`config.mk`:
```
export PLATFORM = sky130hd
export DESIGN_NAME = divider
export DESIGN_NICKNAME = d
export VERILOG_FILES = /design/src/rtl/divider.sv
export SDC_FILE = /design/constraint.sdc
export NUM_CORES = 1
export LEC_CHECK = 0
export ABC_AREA = 1
export CORE_AREA = 8 8 218 220
export CTS_CLUSTER_DIAMETER = 50
export DETAILED_ROUTE_END_ITERATION = 6
export DIE_AREA = 0 0 226 228
export SKIP_LAST_GASP = 1
export SYNTH_ARGS = -nofsm -noshare
export SYNTH_HDL_FRONTEND = slang
export SYNTH_SLANG_ARGS = --single-unit
```
`constraint.sdc`:
```
create_clock -name clk -period 4.6 [get_ports clk]
set_input_delay 0.92 -clock clk [delete_from_list [all_inputs] [get_ports clk]]
set_output_delay 0.92 -clock clk [all_outputs]
set_load 0.05 [all_outputs]
```
`src/rtl/divider.sv`:
```
// =============================================================================
// Module      : divider
// Description : Iterative radix-2 restoring divider for RV32M div/divu/rem/remu.
// Revision    : 1.0 - initial release
// =============================================================================
`default_nettype none

module divider #(
  parameter int WIDTH = 32
) (
  input  logic             clk,
  input  logic             rst,
  input  logic             start,
  input  logic [WIDTH-1:0] rs1_data,
  input  logic [WIDTH-1:0] rs2_data,
  input  logic [2:0]       funct3,
  output logic             busy,
  output logic             done,
  output logic [WIDTH-1:0] div_out,
  output logic [WIDTH-1:0] quotient_out,
  output logic [WIDTH-1:0] remainder_out
);

  localparam int CW = $clog2(WIDTH);

  localparam logic [2:0] F3_DIV = 3'b100;
  localparam logic [2:0] F3_REM = 3'b110;

  localparam logic [WIDTH-1:0] MOST_NEG = {1'b1, {(WIDTH-1){1'b0}}};

  typedef enum logic [1:0] {
    S_IDLE   = 2'd0,
    S_CALC   = 2'd1,
    S_FINISH = 2'd2
  } state_t;

  state_t           state_q;
  logic [CW-1:0]    count_q;
  logic [WIDTH-1:0] dvd_q;     // dividend, shifts out MSB-first and fills with quotient bits
  logic [WIDTH-1:0] dvs_q;
  logic [WIDTH-1:0] rem_q;
  logic             q_neg_q;
  logic             r_neg_q;
  logic             is_rem_q;
  logic             busy_q;
  logic             done_q;
  logic [WIDTH-1:0] div_out_q;
  logic [WIDTH-1:0] quo_out_q;
  logic [WIDTH-1:0] rem_out_q;

  logic             is_signed_d;
  logic             op_valid_d;
  logic             div_zero_d;
  logic             overflow_d;
  logic [WIDTH-1:0] rs1_abs_d;
  logic [WIDTH-1:0] rs2_abs_d;
  logic [WIDTH:0]   rem_shift_d;
  logic [WIDTH:0]   trial_d;
  logic [WIDTH-1:0] quo_fix_d;
  logic [WIDTH-1:0] rem_fix_d;

  always_comb begin
    is_signed_d = (funct3 == F3_DIV) || (funct3 == F3_REM);
    op_valid_d  = funct3[2];
    div_zero_d  = (rs2_data == '0);
    overflow_d  = is_signed_d && (rs1_data == MOST_NEG) && (rs2_data == '1);
    rs1_abs_d   = (is_signed_d && rs1_data[WIDTH-1]) ? -rs1_data : rs1_data;
    rs2_abs_d   = (is_signed_d && rs2_data[WIDTH-1]) ? -rs2_data : rs2_data;
    // rem_q < divisor, so the shifted value needs one extra bit and the
    // difference always fits a (WIDTH+1)-bit two's-complement result.
    rem_shift_d = {rem_q, dvd_q[WIDTH-1]};
    trial_d     = rem_shift_d - {1'b0, dvs_q};
    quo_fix_d   = q_neg_q ? -dvd_q : dvd_q;
    rem_fix_d   = r_neg_q ? -rem_q : rem_q;
  end

  always_ff @(posedge clk) begin
    if (!rst) begin
      state_q   <= S_IDLE;
      count_q   <= '0;
      dvd_q     <= '0;
      dvs_q     <= '0;
      rem_q     <= '0;
      q_neg_q   <= 1'b0;
      r_neg_q   <= 1'b0;
      is_rem_q  <= 1'b0;
      busy_q    <= 1'b0;
      done_q    <= 1'b0;
      div_out_q <= '0;
      quo_out_q <= '0;
      rem_out_q <= '0;
    end else begin
      done_q <= 1'b0;
      case (state_q)
        S_IDLE: begin
          if (start && op_valid_d) begin
            is_rem_q <= funct3[1];
            busy_q   <= 1'b1;
            count_q  <= CW'(WIDTH - 1);
            dvs_q    <= rs2_abs_d;
            if (div_zero_d) begin
              // Special results are preloaded so FINISH passes them through unchanged.
              dvd_q   <= '1;
              rem_q   <= rs1_data;
              q_neg_q <= 1'b0;
              r_neg_q <= 1'b0;
              state_q <= S_FINISH;
            end else if (overflow_d) begin
              dvd_q   <= MOST_NEG;
              rem_q   <= '0;
              q_neg_q <= 1'b0;
              r_neg_q <= 1'b0;
              state_q <= S_FINISH;
            end else begin
              dvd_q   <= rs1_abs_d;
              rem_q   <= '0;
              q_neg_q <= is_signed_d & (rs1_data[WIDTH-1] ^ rs2_data[WIDTH-1]);
              r_neg_q <= is_signed_d & rs1_data[WIDTH-1];
              state_q <= S_CALC;
            end
          end
        end
        S_CALC: begin
          dvd_q   <= {dvd_q[WIDTH-2:0], ~trial_d[WIDTH]};
          rem_q   <= trial_d[WIDTH] ? rem_shift_d[WIDTH-1:0] : trial_d[WIDTH-1:0];
          count_q <= count_q - CW'(1);
          if (count_q == '0) begin
            state_q <= S_FINISH;
          end
        end
        S_FINISH: begin
          quo_out_q <= quo_fix_d;
          rem_out_q <= rem_fix_d;
          div_out_q <= is_rem_q ? rem_fix_d : quo_fix_d;
          done_q    <= 1'b1;
          busy_q    <= 1'b0;
          state_q   <= S_IDLE;
        end
        default: begin
          busy_q  <= 1'b0;
          state_q <= S_IDLE;
        end
      endcase
    end
  end

  assign busy          = busy_q;
  assign done          = done_q;
  assign div_out       = div_out_q;
  assign quotient_out  = quo_out_q;
  assign remainder_out = rem_out_q;

endmodule

`default_nettype wire
```
==> flow_summary.ini <==
[outcome]
status = complete, no violations

[worst_setup_path]
r2r-start = dvd_q[31]$_SDFFE_PN0P_
arrival_ns = 3.62
critPathLaunchType = register
cpMostUsedCell = nand2_2
reg2reg_depth = 18
worstPathRequired_ns = 5.11
r2r_slack_ns = 1.49
r2r_end = rem_q[31]$_SDFFE_PN0P_
critPathSlowestCell = fa_1
critPathKind = register to register
cp_max_fo = 29
cpPeakStageDelay_ns = 0.42
end_kind = register
path_cells = inv_1 > ha_1 > fa_1 > inv_1 > nand3_1 > nand2_2 > nand2_2 > nand2_2 > nand2_2 > nand2_4 > nand2_4 > nand2_2 > nand2_4 > nand2_4 > nand2_2 > nand2_1 > nand2_1 > a21oi_1

[clock_network]
clock_sinks = 204
clk-insertion-delay-late_ns = 0.60
clock_path_buffers = 3
ctsHoldBuffers = 0
post-cts-setup-buffers = 0
numCtsBuffers = 31
cts-htree-levels = 1
cts_root_buffer = clkbuf_16
clk_pin_slew_ns = 0.06
cts-resized-gates = 0
cts_tree = done

[hold_path]
hp-class = register to register
min_from = div_out[13]$_SDFFE_PN0P_
worst_hold_path.num_cells = 2
min_to = div_out[13]$_SDFFE_PN0P_

[floorplan]
die_y_um = 228
fp.dieW_um = 226
fp-row-count = 77
start_util = 0.348
fp.coreArea_mm2 = 0.0438
die_area_mm2 = 0.0515
io_pins = 168

[final_layout]
final_common_cell = nand2_1
syn2layout_area_growth_pct = 20.8
final-seq-area_mm2 = 0.00408
final_cell_mix = nand2_1, inv_1, nor2_1
multi_input_area_mm2 = 0.00919
final_area_mm2 = 0.0184
final_util = 0.421
final_cells = 3253
n_fill_cell = 4720
nNetsFinal = 2746
num_antenna_cells = 0
final_layout_size_suffix_gt1_frac = 0.0628

[placed_design]
dp.cells = 3195
hpwlAfterDp_um = 51700
place_congestion = 0.985
port_buffers = 167
place_area_mm2 = 0.0174

[yosys]
synth.distinct_cells = 51
synth_seq_cells = 204
syn_nets = 2627
synthCells = 2517
async_reset_ff_frac = 0
ys_seq_area_frac = 0.267
synth_edf_count = 0
postSynthAreaPerCell_um2 = 6.07
syn-cell-area_mm2 = 0.0153
yosysWarningCount = 0
postSynth.topFlopCell = dfxtp_1

[global_routing]
grt_max_degree = 86
grt_pass1_wl_um = 98000
grt_util_met2 = 0.386
grt_util_met1 = 0.339
use_met3 = 0.0316
grt_usage = 0.244
busiest_layer = met2
grt_pass1_vias = 16369
antenna_found_initial = 0
grt_overflow = 0

[power_and_ir_drop]
vdd_drop_max_mv = 0.275
finalPower_uw = 6930
power.leakage_uw = 0.00879
p_per_area_mw_per_mm2 = 376

[timing]
worst_pin_slew_ns = 1.00
finalClockSkew_ns = 0.0275
rsz0062_at_grt = false
final-hold-violation-count = 0
finalCritPeriodShare = 0.675
finalSetupTns_ns = 0
min_period_ns = 3.11
relSlewSlack = 0.332
finalSetupViolCount = 0
max_freq_mhz = 322
drv_slew = 0

[run]
drv_cap = 0

[routing]
route.detailed.drc = 0
antenna_left = 0
wl_per_cell_um = 19.9
firstDrtPassIters = 5
drt_iter0_drc = 1722
num_vias = 17065
route.final.wire_length_um = 64600
via_per_inst = 5.25
## worst max-delay path: cells and delay by family, from the launching register on
family / cells / cell delay, ns
AO/OA/AOI/OAI: 1 / 0.15
buffers and inverters: 2 / 0.23
adder cells (fa/ha/maj): 2 / 0.67
AND/OR/NAND/NOR: 13 / 1.61
flip-flops: 1 / 0.35
## per-stage QoR
step | hold slack, ns | setup slack (ns)
after floorplan | 0.443 | 2.14
after global placement | 0.456 | 1.06
after detailed placement | 0.457 | 0.966
after CTS | 0.468 | 1.51
after global routing | 0.487 | 1.27
final | 0.467 | 1.49
## how the worst max path moves through the flow
stage / endpoint / from / slack (ns)
5_1_grt: dvd_q[14]$_SDFFE_PN0P_ / rs2_data[1] / 1.27
2_1_floorplan: dvd_q[21]$_SDFFE_PN0P_ / rs1_data[1] / 2.14
4_1_cts: rem_q[31]$_SDFFE_PN0P_ / dvd_q[31]$_SDFFE_PN0P_ / 1.51
6_report: rem_q[31]$_SDFFE_PN0P_ / dvd_q[31]$_SDFFE_PN0P_ / 1.49
3_5_place_dp: dvd_q[14]$_SDFFE_PN0P_ / rs2_data[0] / 0.97
3_3_place_gp: dvd_q[30]$_SDFFE_PN0P_ / funct3[2] / 1.06
## per-layer routing
layer	vias up	wire length, um
met3	97	4740
met4	0	1880
met1	7950	29400
met5	-	0
li1	8350	-
met2	668	28600
## cell type report
type / count / share of cell area
Sequential cell: 204 / 0.221
Timing Repair Buffer: 189 / 0.0993
Multi-Input combinational cell: 1805 / 0.498
Clock inverter: 25 / 0.0157
Tap cell: 592 / 0.0402
Inverter: 405 / 0.0825
Clock buffer: 33 / 0.0425
## flip-flops by register name (all words and copies together), names as in the netlist
register	cells
q_neg_q	1
done	1
dvd_q	32
state_q	2
busy	1
count_q	5
is_rem_q	1
r_neg_q	1
quotient_out	32
div_out	32
dvs_q	32
remainder_out	32
rem_q	32
## cells by family after synthesis
logic type / share of synthesized area
simple gates: 0.361
fa+ha+maj: 0.0333
flops: 0.267
buf+inv: 0.132
xor+xnor: 0.0522
compound gates: 0.154
## synth_stat cells (5+ instances only)
library cell    n  area, um2
nor2_2          9       56.3
o21ai_0       105        526
dfxtp_1       204       4080
buf_1           8       30.0
buf_6           6       67.6
nand2_1       630       2360
a31oi_1        18        113
ha_1           39        488
inv_2          15       56.3
nand4_1        41        257
a21oi_1       145        726
o221ai_1        5       43.8
buf_2          10       50.1
o22ai_1        31        194
o31ai_1         7       52.6
o21bai_1        5       37.5
nor4_1          5       31.3
nand3_1       232       1160
nand2_2        21        131
a21oi_2        12        105
inv_1         387       1450
nor2_1        261        980
o211ai_1       62        465
nand3b_1       11       82.6
nand3_2        13        130
xor2_1         80        701
clkbuf_1       70        263
nor3_1         32        160
xnor2_1        11       96.3
## power by group
group	switching [uW]	leakage (uW)	internal, uW
sequential	107	0.00166	1860
clock	1010	0.000534	1450
combinational	1760	0.00660	751
total	2870	0.00879	4060
Note: power is estimated with default switching activity, not from simulation.
